### config.mk
export PLATFORM = sky130hd
export DESIGN_NAME = rr_arbiter_4
export DESIGN_NICKNAME = d
export VERILOG_FILES = /design/src/rtl/rr_arb_pkg.sv /design/src/rtl/rr_arbiter_4_pick.sv /design/src/rtl/rr_arbiter_4.sv
export SDC_FILE = /design/constraint.sdc
export NUM_CORES = 1
export LEC_CHECK = 0
export ABC_AREA = 1
export CAP_MARGIN = 10
export CELL_PAD_IN_SITES_DETAIL_PLACEMENT = 0
export CELL_PAD_IN_SITES_GLOBAL_PLACEMENT = 1
export CORE_MARGIN = 1.5
export CORE_UTILIZATION = 34
export CTS_CLUSTER_SIZE = 40
export DETAILED_ROUTE_END_ITERATION = 8
export GPL_TIMING_DRIVEN = 1
export MAX_ROUTING_LAYER = met4
export PLACE_DENSITY = 0.82
export SLEW_MARGIN = 20
export SYNTH_ARGS = -nofsm -noshare
export SYNTH_HDL_FRONTEND = slang
export SYNTH_SLANG_ARGS = --single-unit
### constraint.sdc
create_clock -name clk -period 1.5 [get_ports clk]
set_input_delay 0.15 -clock clk [delete_from_list [all_inputs] [get_ports clk]]
set_output_delay 0.15 -clock clk [all_outputs]
set_load 0.01 [all_outputs]
### src/rtl/rr_arb_pkg.sv
// Shared types and widths for the 4-requester round-robin arbiter.
package rr_arb_pkg;

    typedef enum logic {
        IDLE  = 1'b0,
        GRANT = 1'b1
    } rr_state_e;

    localparam int RR_N     = 4;
    localparam int RR_PTR_W = 2;
    localparam int RR_CNT_W = 8;

    // Index of the set bit in a one-hot (or zero) vector.
    function automatic logic [RR_PTR_W-1:0] oh2idx(input logic [RR_N-1:0] oh);
        logic [RR_PTR_W-1:0] idx;
        idx = '0;
        for (int i = 0; i < RR_N; i++) begin
            if (oh[i]) idx = idx | RR_PTR_W'(i);
        end
        return idx;
    endfunction

endpackage

### src/rtl/rr_arbiter_4_pick.sv
// Combinational round-robin pick: first set req bit at ptr, ptr+1, ... (mod 4).
module rr_pick
    import rr_arb_pkg::*;
(
    input  logic [RR_N-1:0]     req,
    input  logic [RR_PTR_W-1:0] ptr,
    output logic [RR_N-1:0]     sel,
    output logic                any
);

    logic [2*RR_N-1:0] dbl_req;
    logic [2*RR_N-1:0] dbl_pri;
    logic [RR_N-1:0]   rot;
    logic [RR_N-1:0]   pri;

    always_comb begin
        // Rotate so ptr lands on bit 0, isolate lowest set bit, rotate back.
        dbl_req = {req, req} >> ptr;
        rot     = dbl_req[RR_N-1:0];
        pri     = rot & (~rot + RR_N'(1));
        dbl_pri = {pri, pri} << ptr;
        sel     = dbl_pri[2*RR_N-1:RR_N];
        any     = |req;
    end

endmodule

### src/rtl/rr_arbiter_4.sv
// Round-robin arbiter with registered one-hot grant, held until release.
// Optional RR_ARB_REQ_DROP_RELEASE_EN: owner dropping its req releases like done.
module rr_arbiter_4
    import rr_arb_pkg::*;
#(
    parameter int N       = 4,
    parameter int TIMEOUT = 0
) (
    input  logic         clk,
    input  logic         rst_n,
    input  logic [N-1:0] req,
    input  logic         done,
    output logic [N-1:0] gnt,
    output logic         busy,
    output logic         timeout
);

    if (N != RR_N) begin : g_bad_n
        $error("rr_arbiter_4: N must be 4");
    end
    if (TIMEOUT < 0 || TIMEOUT > 255) begin : g_bad_timeout
        $error("rr_arbiter_4: TIMEOUT must be 0..255");
    end

    localparam logic [RR_CNT_W-1:0] CNT_LAST = RR_CNT_W'((TIMEOUT == 0) ? 0 : TIMEOUT - 1);

    rr_state_e             state_q, state_d;
    logic [RR_N-1:0]       gnt_q, gnt_d;
    logic [RR_PTR_W-1:0]   ptr_q, ptr_d;
    logic [RR_CNT_W-1:0]   cnt_q, cnt_d;
    logic                  to_q, to_d;
    logic [RR_N-1:0]       pick_sel;
    logic                  pick_any;
    logic                  wd_exp;
    logic                  drop_rel;

    rr_pick u_pick (
        .req (req),
        .ptr (ptr_q),
        .sel (pick_sel),
        .any (pick_any)
    );

    always_comb begin
        state_d  = state_q;
        gnt_d    = gnt_q;
        ptr_d    = ptr_q;
        cnt_d    = cnt_q;
        to_d     = 1'b0;
        wd_exp   = (TIMEOUT != 0) && (cnt_q == CNT_LAST);
        drop_rel = 1'b0;
`ifdef RR_ARB_REQ_DROP_RELEASE_EN
        drop_rel = ~|(req & gnt_q);
`endif
        case (state_q)
            IDLE: begin
                if (pick_any) begin
                    gnt_d   = pick_sel;
                    cnt_d   = '0;
                    state_d = GRANT;
                end
            end
            GRANT: begin
                if (done || wd_exp || drop_rel) begin
                    gnt_d   = '0;
                    ptr_d   = oh2idx(gnt_q) + RR_PTR_W'(1);
                    state_d = IDLE;
                    // done outranks the watchdog, so no pulse when both coincide
                    to_d    = !done && wd_exp;
                end else if (cnt_q != '1) begin
                    cnt_d = cnt_q + RR_CNT_W'(1);
                end
            end
            default: state_d = IDLE;
        endcase
    end

    always_ff @(posedge clk or negedge rst_n) begin
        if (!rst_n) begin
            state_q <= IDLE;
            gnt_q   <= '0;
            ptr_q   <= '0;
            cnt_q   <= '0;
            to_q    <= 1'b0;
        end else begin
            state_q <= state_d;
            gnt_q   <= gnt_d;
            ptr_q   <= ptr_d;
            cnt_q   <= cnt_d;
            to_q    <= to_d;
        end
    end

    assign gnt     = gnt_q;
    assign busy    = (state_q == GRANT);
    assign timeout = to_q;

endmodule

# Word level (Yosys, flattened, before mapping)
# Cells that the tools add are included.
dict set report totals {
  regBits 7
  elab_cells 26
  output_inout_bits 6
  in_bits 7
}
dict set report op_classes {
  shift 2
  reduce_logical 3
  n_eq_ne 2
  n_addsub 2
  bitwise_logic 3
  n_mux 11
}
# operator n
set op_table {}
lappend op_table {{2-bit two-way mux} 4}
lappend op_table {{4-bit two-way mux} 2}
lappend op_table {{4-bit one-hot mux with 2 select lines} 1}
lappend op_table {{8-bit by 2-bit << shifter with 8-bit output} 1}
lappend op_table {{8-bit by 2-bit right shift with 4-bit output} 1}
lappend op_table {{4-bit by 1-bit adder with 4-bit output (second input constant)} 1}
lappend op_table {{4-bit bitwise AND} 1}
lappend op_table {{2-bit != test (second input constant)} 2}
lappend op_table {{4-bit inverter} 1}
lappend op_table {{2-bit AND reduction} 2}
lappend op_table {{4-bit OR reduction} 1}
lappend op_table {{1-bit two-way mux} 3}
lappend op_table {{2-bit by 1-bit adder with 2-bit output (second input constant)} 1}
lappend op_table {{1-bit one-hot mux with 2 select lines} 1}
lappend op_table {{1-bit inverter} 1}

# Longest topological paths before layout
dict set report logic_depth {
  word_depth 7
  ltp_mapped 12
  ltp_nobuf 11
}

# Cells and area by module
# Synthesis repeated with hierarchy kept, for this count alone.
dict set report unflattened {
  hier_cells 91
  hier_area_um2 605.6
}
# module cells_each area_per_inst_um2 instances
set by_module_without_submodules {}
lappend by_module_without_submodules {rr_arbiter_4 38 314.1 1}
lappend by_module_without_submodules {rr_pick 53 291.5 1}

# Least setup slack after synthesis
# No wires, ideal clock.
dict set report synth_path {
  kind {register to register}
  startpoint {register ptr_q[1]}
  endpoint {register gnt_q[1] (netlist: gnt[1])}
  slack_ps 265
  arrival_ps 1170
  setup_time_ps 65
  required_ps 1435
  n_path_buf 1
  stages_incl_launch_ff 11
  synth_period_minus_slack_ps 1235
  path_cell_list {dfrtp_1 -> buf_12 -> inv_4 -> nand3_2 -> nand2_4 -> nand2_2 -> nor2_2 -> nand2_1 -> nand3_1 -> nand3_1 -> nand2_1}
}
dict set report synth_via {
  elab_chain_len 7
}
# item line_no
set synth_rtl {}
lappend synth_rtl {{from (decl)} rr_arbiter_4.sv:29} ;# logic [RR_PTR_W-1:0] ptr_q, ptr_d;
lappend synth_rtl {{from (signal assigned)} rr_arbiter_4.sv:88} ;# ptr_q <= ptr_d;
lappend synth_rtl {{8-bit by 2-bit right shift with 4-bit output} rr_arbiter_4_pick.sv:18} ;# dbl_req = {req, req} >> ptr;
lappend synth_rtl {{4-bit inverter} rr_arbiter_4_pick.sv:20} ;# pri = rot & (~rot + RR_N'(1));
lappend synth_rtl {{4-bit by 1-bit adder with 4-bit output} rr_arbiter_4_pick.sv:20}
lappend synth_rtl {{4-bit bitwise AND} rr_arbiter_4_pick.sv:20}
lappend synth_rtl {{8-bit by 2-bit << shifter with 8-bit output *} rr_arbiter_4_pick.sv:21} ;# dbl_pri = {pri, pri} << ptr;
lappend synth_rtl {{4-bit two-way mux *} rr_arbiter_4.sv:57} ;# if (pick_any) begin
lappend synth_rtl {{4-bit one-hot mux with 2 select lines *} rr_arbiter_4.sv:55} ;# case (state_q)
lappend synth_rtl {{to (signal assigned)} rr_arbiter_4.sv:87} ;# gnt_q <= gnt_d;
lappend synth_rtl {{to (decl)} rr_arbiter_4.sv:28} ;# logic [RR_N-1:0] gnt_q, gnt_d;
# Every way passes the cells marked *; elsewhere a longest branch is shown, timed or not. The select of a mux whose other input is x is not followed.
# A chain may end at the register's enable or synchronous reset.

# Worst setup path in the final report
dict set report layout_path {
  startpoint {register ptr_q[0]}
  endpoint {register gnt_q[2] (netlist: gnt[2])}
}
# The elaborated chain is that of the path after synthesis.

==> flow_summary.ini <==
[status]
outcome = complete, no violations

[logic_synthesis]
synth_seq_cells = 7
synth_nets = 88
yosys_warnings = 0
netlist_instances = 81
synth_cell_types = 21
netlist_area_um2 = 585.6
synth_area_per_cell_um2 = 7.229
synth_seq_area_share = 0.2991

[floorplanning]
rows = 14
start_util = 0.3756
pin_count = 13
die_w_um = 44.50
core_area_um2 = 1559
die-area_um2 = 1980
die_y_um = 44.50

[finish]
nets = 111
nFillCells = 138
layout_commonest_cell = nand2_1
syn_to_final_growth_pct = 38.03
layout-drive-gt1-share = 0.3010
final_util = 0.5185
fin_cells = 119
layout_common_cells = 25 x nand2_1, 15 x nand3_1, 11 x clkdlybuf4s50_1
n_antenna_cell = 0

[flow_run]
max_cap_viol_count = 0

[cts]
clkTransAtPathRegs_ns = 0.05
cts_sinks = 7
worstSkewPairLatency_ns = 0.24
cts_tree = done
cts-buffers-inserted = 3
cts.path.max_buffers = 2
cts_root_buffer = clkbuf_4
h-tree-depth = 1

[detailed_routing]
vias = 579
wl_per_cell_um = 10.95
viasPerCell = 4.866
drc = 0
routed_wl_mm = 1.303
drt_iter0_drc = 10
dr.pass1.iters = 4
ant_nets = 0

[worst_setup_path]
crit_path_end_kind = flip-flop
cp_max_fo = 7
path_delay_family = buffers and inverters
cpMaxStageDelayCell = dfrtp_2
worstPathCellList = clkinv_4 > buf_4 > buf_4 > nand3_1 > buf_4 > nand3_1 > nand3_1 > nand2_1
slowest_delay_ns = 0.44
cp-start-kind = flip-flop
cp_data_arrival_time_ns = 1.51
crit_buf_inv = 4
cp.required_ns = 1.63
crit_type = reg -> reg

[global_route]
grt_pass1_vias = 511
antenna_found_initial = 0
track_usage = 0.1561
grt_first_pass_wirelength_mm = 2.145
overflow = 0
grt_max_degree = 10

[power]
p_leak_nw = 0.3998
power.density_nw_per_um2 = 1865
ir_worst_vdd_v = 0.0009580

[timing]
clock_skew_ns = 0.0008391
fin_crit_ns = 1.373
fmax_ghz = 0.7285
setup_viol = 0
post-route-period-util = 0.9151
slew_viol_final = 0
finalHoldViolCount = 0

[placement]
dp_hpwl_mm = 1.001
gp_congestion = 0.7605
io_buffers = 11
dp.cells = 112

[min_path]
hold_path.class = in -> async
==> kinds of logic (layout without fill, tap and decap cells) <==
family / count (synthesis) / count (layout) / share of synthesized area
xor gates and xnor gates: 1 / 1 / 0.01496
and+or+nand+nor: 59 / 59 / 0.5256
DFF: 7 / 7 / 0.2991
AOI/OAI and AO/OA: 3 / 3 / 0.02990
other: 1 / 1 / 0.006404
buffers and inverters: 10 / 32 / 0.1239
==> metrics by stage <==
step                area (µm²)  setup TNS [ns]  power (W)  hold slack [ns]  setup WS [ns]
finish                   808.3               0   0.001508           0.1585         0.1274
detailed placement       729.5         -0.3609   0.001213           0.4187       -0.09919
global route             808.3       -0.001998   0.001645           0.1724      -0.001998
global placement         729.5         -0.1675   0.001227           0.4261       -0.05082
CTS                      755.7               0   0.001384           0.1545        0.06450
floorplan                585.6               0  0.0009853          -0.1456         0.2648
==> state kept, by name (all words and copies together) (netlist names) <==
register	cells
busy	1
gnt	4
ptr_q	2
==> Yosys cell counts <==
master | count | area [µm²]
nand2_1 | 26 | 97.59
nand3_1 | 15 | 75.07
dfrtp_1 | 7 | 175.2
inv_1 | 5 | 18.77
nand2_2 | 4 | 25.02
nand3_2 | 4 | 40.04
nand4_1 | 3 | 18.77
nand2_4 | 2 | 22.52
nor2_2 | 2 | 12.51
o22ai_1 | 2 | 12.51
a21oi_1 | 1 | 5.000
buf_12 | 1 | 20.02
buf_4 | 1 | 7.510
buf_6 | 1 | 11.26
conb_1 | 1 | 3.750
inv_4 | 1 | 6.260
inv_6 | 1 | 8.760
nor2_1 | 1 | 3.750
nor4_1 | 1 | 6.260
or2_2 | 1 | 6.260
xnor2_1 | 1 | 8.760
==> worst paths after layout <==
path / start / endpoint / slack (ns) / cells after the start
min: rst_n / busy / 0.16 / 1
max: ptr_q[0] / gnt[2] / 0.13 / 8
max in group asynchronous: rst_n / ptr_q[0] / 1.09 / 1
min reg2reg: gnt[0] / gnt[0] / 0.49 / 2
min in group clk: gnt[0] / gnt[0] / 0.49 / 2
max reg2reg: ptr_q[0] / gnt[2] / 0.13 / 8
==> per-layer routing <==
layer | wire, µm | part of all wire | track usage | vias up
li1 | - | - | - | 310
met1 | 621 | 0.48 | 0.1935 | 257
met2 | 638 | 0.49 | 0.2377 | 10
met3 | 34 | 0.026 | 0.01224 | 2
met4 | 9 | 0.0069 | 0.1091 | 0
met5 | 0 | 0 | - | -
==> timing repair <==
item / 4_1_cts / 5_1_grt
gates resized for setup: 0 / 8
buffers inserted: 0 / 3
setup endpoints to repair: 0 / 4
hold buffers: 0 / 0
==> area by class of cell <==
cell class	count	area [µm²]	area share
Tap cell	16	20.02	0.02477
Multi-Input combinational cell	64	365.4	0.4520
Sequential cell	7	177.7	0.2198
Timing Repair Buffer	21	185.2	0.2291
Inverter	7	33.78	0.04180
Clock buffer	4	26.28	0.03251
==> power by group <==
group	internal (W)	switching (W)
clock network	0.000101	0.0000611
registers	0.000266	0.000113
logic	0.000460	0.000507
total	0.000827	0.000681
==> worst register-to-register path, cell delays in order, from the launching register on <==
cell      delay, ns
dfrtp_2        0.44
clkinv_4       0.12
buf_4          0.15
buf_4          0.13
nand3_1        0.09
buf_4          0.12
nand3_1        0.07
nand3_1        0.09
nand2_1        0.05
Power figures use the tool's default switching activity.
